$ cat config.mk
export PLATFORM = sky130hd
export DESIGN_NAME = bipolar_stream_decode
export DESIGN_NICKNAME = d
export VERILOG_FILES = /design/src/rtl/bipolar_stream_pkg.sv /design/src/rtl/bipolar_updown_cnt.sv /design/src/rtl/bipolar_stream_decode.sv
export SDC_FILE = /design/constraint.sdc
export NUM_CORES = 1
export LEC_CHECK = 0
export BUFFER_PORTS_ARGS = -buffer_cell sky130_fd_sc_hd__buf_2
export CAP_MARGIN = 20
export CELL_PAD_IN_SITES_DETAIL_PLACEMENT = 0
export CELL_PAD_IN_SITES_GLOBAL_PLACEMENT = 1
export CORE_AREA = 2 2 68 70
export DETAILED_ROUTE_END_ITERATION = 10
export DIE_AREA = 0 0 70 72
export HOLD_SLACK_MARGIN = 0.08
export PLACE_DENSITY = 0.84
export SKIP_LAST_GASP = 1
export SLEW_MARGIN = 20
export SYNTH_ARGS = -nofsm -noshare
export SYNTH_HDL_FRONTEND = slang
export SYNTH_HIERARCHICAL = 1
export SYNTH_SLANG_ARGS = --single-unit
export TNS_END_PERCENT = 100
$ cat constraint.sdc
create_clock -name clk -period 5 [get_ports clk]
set_input_delay 0.5 -clock clk [delete_from_list [all_inputs] [get_ports clk]]
set_output_delay 0.5 -clock clk [all_outputs]
set_load 0.1 [all_outputs]
$ cat src/rtl/bipolar_stream_pkg.sv
// Shared types and width helpers for the bipolar stochastic-stream decoder.
// Accumulator and output-shift widths derive from BW/WINLOG through these helpers.
package bipolar_stream_pkg;

   typedef enum logic [1:0] {
      ST_IDLE  = 2'd0,
      ST_ACCUM = 2'd1,
      ST_HOLD  = 2'd2
   } state_t;

   localparam int DEF_BW     = 8;
   localparam int DEF_WINLOG = 8;

   // Signed sum of up to 2^winlog steps of +/-1 needs winlog+2 bits to hold +/-2^winlog.
   function automatic int acc_width(input int winlog);
      return winlog + 2;
   endfunction

   // Maps a sum in [-2^winlog, 2^winlog] onto the BW-bit range +/-2^(bw-1).
   function automatic int out_shift(input int bw, input int winlog);
      return winlog - bw + 1;
   endfunction

   localparam int DEF_ACC_W = acc_width(DEF_WINLOG);
   localparam int DEF_SHIFT = out_shift(DEF_BW, DEF_WINLOG);

endpackage

$ cat src/rtl/bipolar_updown_cnt.sv
// Signed +/-1 up/down accumulator with synchronous clear (priority) and enable.
// Clear or reset zeroes the count on the next rising edge; o_cnt is registered.
module bipolar_updown_cnt #(
   parameter int WIDTH = 10
) (
   input  logic                    clk,
   input  logic                    rst_n,
   input  logic                    i_clr,
   input  logic                    i_en,
   input  logic                    i_up,
   output logic signed [WIDTH-1:0] o_cnt
);

   localparam logic signed [WIDTH-1:0] ONE = WIDTH'(1);

   logic signed [WIDTH-1:0] r_cnt;

   always_ff @(posedge clk) begin
      if (!rst_n || i_clr) begin
         r_cnt <= '0;
      end else if (i_en) begin
         r_cnt <= i_up ? (r_cnt + ONE) : (r_cnt - ONE);
      end
   end

   assign o_cnt = r_cnt;

endmodule

$ cat src/rtl/bipolar_stream_decode.sv
// Decodes a window of 2^WINLOG bipolar stochastic bits into a BW-bit signed value.
// Result registered one cycle after the last accepted bit; held in HOLD until out_ready.
module bipolar_stream_decode
   import bipolar_stream_pkg::*;
#(
   parameter int BW     = 8,
   parameter int WINLOG = 8
) (
   input  logic          clk,
   input  logic          rst_n,
   input  logic          start,
   input  logic          cont,
   input  logic          in_valid,
   input  logic          bit_in,
   output logic          in_ready,
   input  logic          out_ready,
   output logic          out_valid,
   output logic [BW-1:0] out_value,
   output logic          busy
);

   localparam int ACC_W = acc_width(WINLOG);
   localparam int SH    = out_shift(BW, WINLOG);

   state_t                  r_state;
   logic [WINLOG-1:0]       r_cnt;
   logic [BW-1:0]           r_out;

   logic signed [ACC_W-1:0] w_acc;
   logic signed [ACC_W-1:0] w_step;
   logic signed [ACC_W-1:0] w_sum;
   logic signed [ACC_W-1:0] w_shift;
   logic                    w_acc_en;
   logic                    w_acc_clr;
   logic                    w_last;
   logic                    w_pos_ovf;
   logic [BW-1:0]           w_result;

   // A start in ACCUM discards the bit presented with it, so it gates the enable.
   assign w_acc_en  = (r_state == ST_ACCUM) && in_valid && !start;
   assign w_acc_clr = (start && (r_state != ST_HOLD))
                    || ((r_state == ST_HOLD) && out_ready && cont);
   assign w_last    = w_acc_en && (r_cnt == '1);

   bipolar_updown_cnt #(
      .WIDTH (ACC_W)
   ) u_acc (
      .clk   (clk),
      .rst_n (rst_n),
      .i_clr (w_acc_clr),
      .i_en  (w_acc_en),
      .i_up  (bit_in),
      .o_cnt (w_acc)
   );

   // Final sum includes the completing bit, which the accumulator has not yet absorbed.
   assign w_step    = bit_in ? ACC_W'(1) : {ACC_W{1'b1}};
   assign w_sum     = w_acc + w_step;
   assign w_shift   = w_sum >>> SH;
   // Only a sum of +N can exceed the positive range; -N maps exactly to the minimum.
   assign w_pos_ovf = !w_shift[ACC_W-1] && (|w_shift[ACC_W-2:BW-1]);
   assign w_result  = w_pos_ovf ? {1'b0, {(BW-1){1'b1}}} : w_shift[BW-1:0];

   always_ff @(posedge clk) begin
      if (!rst_n) begin
         r_state <= ST_IDLE;
         r_cnt   <= '0;
         r_out   <= '0;
      end else begin
         case (r_state)
            ST_IDLE: begin
               if (start) begin
                  r_state <= ST_ACCUM;
                  r_cnt   <= '0;
               end
            end
            ST_ACCUM: begin
               if (start) begin
                  r_cnt <= '0;
               end else if (in_valid) begin
                  r_cnt <= r_cnt + WINLOG'(1);
                  if (w_last) begin
                     r_state <= ST_HOLD;
                     r_out   <= w_result;
                  end
               end
            end
            ST_HOLD: begin
               if (out_ready) begin
                  r_cnt   <= '0;
                  r_state <= cont ? ST_ACCUM : ST_IDLE;
               end
            end
            default: r_state <= ST_IDLE;
         endcase
      end
   end

   assign in_ready  = (r_state == ST_ACCUM);
   assign out_valid = (r_state == ST_HOLD);
   assign busy      = (r_state != ST_IDLE);
   assign out_value = r_out;

endmodule

==> impl_metrics.tcl <==
set metrics [dict create \
    status "completed" \
    r2r_slack_ps 2680 \
    clk_latency_ps 270 \
    cp_slowest_cell "ha_1" \
    critPathKind "input pin to register" \
    cts_tree "yes" \
    rows 24 \
    min_path_type "register to register" \
    fin_setup_tns_ps 0 \
    timing.rr.start "r_state[0]$_SDFFE_PN0P_" \
    cts_buffers 3 \
    cts-htree-levels 1 \
    ys_seq_elements 28 \
    grt_pass1_vias 1580 \
    drt_iter0_markers 66 \
    via_count 1708 \
    arrival_ps 2720 \
    core_area_sq_um 4260 \
    cp_cell_sequence "buf_2 -> inv_1 -> ha_1 -> and2_4 -> nand3_1 -> a211oi_2 -> mux2_4 -> or3_1" \
    final_layout_size_suffix_gt1_share_pct 13.8 \
    dp_slack_ps 2140 \
    hold_end "r_cnt[1]$_SDFFE_PN0P_" \
    nNetsFinal 281 \
    critPathTopFamily "simple AND/OR/NAND/NOR gates" \
    slowest_delay_ps 470 \
    place_area_sq_um 2120 \
    hold_buffers 0 \
    initial_core_util_pct 46.8 \
    seq_area_frac_synth_pct 28.1 \
    avgSynthCellArea_sq_um 8.38 \
    synthFlopType "dfxtp_1" \
    drv_cap 0 \
    drc 0 \
    ioPinCount 18 \
    dieArea_sq_um 5040 \
    relSlewSlack_pct 60.9 \
    cts-root-buf "clkbuf_8" \
    reg2reg_depth 8 \
    yosysWarnings 6 \
    synthTopCellsByArea "dfxtp_1 28%, ha_1 11%, a21oi_1 4.3%" \
    fin_skew_ps 3.00 \
    die_y_um 72 \
    io_buffers 17 \
    post_cts_resized 0 \
    clkTransAtPathRegs_ps 100 \
    power_density_nw_per_um2 205 \
    leakage_nw 0.921 \
    fin_util_pct 50.9 \
    rr_endpoint "u_acc/o_cnt[9]$_SDFFE_PP0P_" \
    cp_data_required_time_ps 5160 \
    grt_pass1_wl_mm 7.17 \
    slew_violations 0 \
    cts.sinks 28 \
    syn_area_sq_um 1990 \
    ant_nets 0 \
    synthCells 238 \
    area_delta_synth_final_pct 8.85 \
    worstPathMaxFanout 10 \
    grt_start_max_net_pins 19 \
    firstDrtPassIters 4 \
    gp_congestion 0.866 \
    n_antenna_cell 0 \
    path_buf_inv 2 \
    grt_antenna_before_repair 0 \
    tightest_slew_ps 585 \
    wirelength_mm 4.02 \
    period_minus_slack_ps 2560 \
    hpwl_mm 3.05 \
    cts_setup_buffers 0 \
    synth-edff-count 0 \
    hold_depth 2 \
    start_kind "input pin" \
    min_from "r_cnt[1]$_SDFFE_PN0P_" \
    worst_setup_path_end_kind "register" \
    die_x_um 70 \
    syn_nets 264 \
    setup-violations-final 0 \
    synthArstFlopShare_pct 0 \
    track_usage_pct 17.1 \
    synth_top_cell_by_area "dfxtp_1" \
    ir_drop_mv 0.105 \
    overflow 0 \
    finalWorstSetupSlack_ps 2440 \
    grt_setup_unrepaired "no" \
    viasPerCell 5.58 \
    max_clock_freq_ghz 0.391 \
    ys_types 51 \
    fin_crit_sh_pct 51.2 \
    synth_top_area_share_pct 28.1 \
    wl_per_cell_um 13.1 \
    clockBufferDepth 2 \
    fin_area_sq_um 2170 \
    hold_viol_final 0 \
]
==> cell usage in the layout (no fill, tap or decap), types with 4 or more instances in the layout <==
cell / synthesis / final
and3_1: 6 / 6
inv_1: 11 / 11
a21oi_1: 17 / 17
nand2b_1: 4 / 4
nor2b_1: 5 / 5
o21ai_1: 4 / 4
a31oi_1: 9 / 9
nand2_1: 15 / 15
o21ai_0: 12 / 12
ha_1: 17 / 17
a211oi_1: 4 / 4
clkbuf_8: 0 / 4
nor2_1: 21 / 21
xnor2_1: 7 / 7
xor2_1: 9 / 9
nand3_1: 11 / 11
nand4_1: 6 / 6
buf_2: 2 / 17
dfxtp_1: 28 / 28
==> worst max-delay path by stage <==
stage,endpoint,depth (start not counted),from
finish,u_acc/o_cnt[9]$_SDFFE_PP0P_,8,bit_in
CTS,u_acc/o_cnt[9]$_SDFFE_PP0P_,8,bit_in
detailed placement,u_acc/o_cnt[9]$_SDFFE_PP0P_,8,bit_in
global route,u_acc/o_cnt[9]$_SDFFE_PP0P_,8,bit_in
global placement,u_acc/o_cnt[9]$_SDFFE_PP0P_,8,bit_in
floorplan,u_acc/o_cnt[9]$_SDFFE_PP0P_,7,bit_in
==> worst reg2reg max path, stage by stage (launching register included) <==
cell	delay, ps
dfxtp_1	400
nor2b_4	170
and2_4	160
nand2_4	60
inv_1	290
inv_1	310
or4_1	580
o31ai_1	180
or3_1	130
==> cell type report <==
class                   instances  area, sq um
clock buffers                   4         55.1
flip-flops and latches         28          561
repair buffers                 17         85.1
inverters                      11         41.3
fillers                       418         2090
multi-input cells             194         1360
well taps                      52         65.1
==> flip-flops by register name (all words and copies together) (netlist names) <==
name,count
r_state,2
r_cnt,8
out_value,8
u_acc/o_cnt,10
==> stage by stage <==
step	hold WS, ps	total power [mW]	instances
final	484	0.444	306
after global routing	501	0.465	306
after CTS	490	0.450	306
after detailed placement	475	0.306	302
after global placement	462	0.305	302
after floorplan	444	0.290	238
==> routing by layer <==
metal  track usage, %  vias to the layer above  wire (um)
li1                 -                      903          -
met1             25.3                      781       2150
met2             26.3                       22       1740
met3             2.36                        2        111
met4             4.49                        0         25
met5                0                        -          0
==> cell families (layout without fill, tap and decap cells) <==
kind of cell             count (synthesis)  count (layout)  synth area share [%]
buffers and inverters                   16              32                  3.51
adder cells (fa/ha/maj)                 19              19                  12.7
AND/OR/NAND/NOR                         90              90                  24.9
multiplexers                             3               3                  1.76
flip-flops                              28              28                  28.1
AO/OA/AOI/OAI                           66              66                  22.0
XOR/XNOR                                16              16                  7.03
==> cells in the mapped netlist (2+ instances only) <==
cell	number
a211oi_1	4
a21o_1	3
a21oi_1	17
a31oi_1	9
and2_1	2
and2_4	2
and3_1	6
buf_2	2
clkbuf_1	2
dfxtp_1	28
fa_1	2
ha_1	17
inv_1	11
mux2i_1	2
nand2_1	15
nand2b_1	4
nand3_1	11
nand4_1	6
nor2_1	21
nor2b_1	5
nor3_1	3
o211ai_1	3
o21a_1	3
o21ai_0	12
o21ai_1	4
o31ai_1	2
or3_1	3
or4_1	2
xnor2_1	7
xor2_1	9
==> report_power, final <==
group          total [mW]  switching [mW]  leakage [nW]  internal, mW
combinational      0.0726          0.0478         0.666        0.0248
sequential          0.228         0.00271         0.226         0.225
clock               0.143          0.0727        0.0288        0.0705
total               0.444           0.123         0.921         0.321
(Power assumes the default switching activity.)
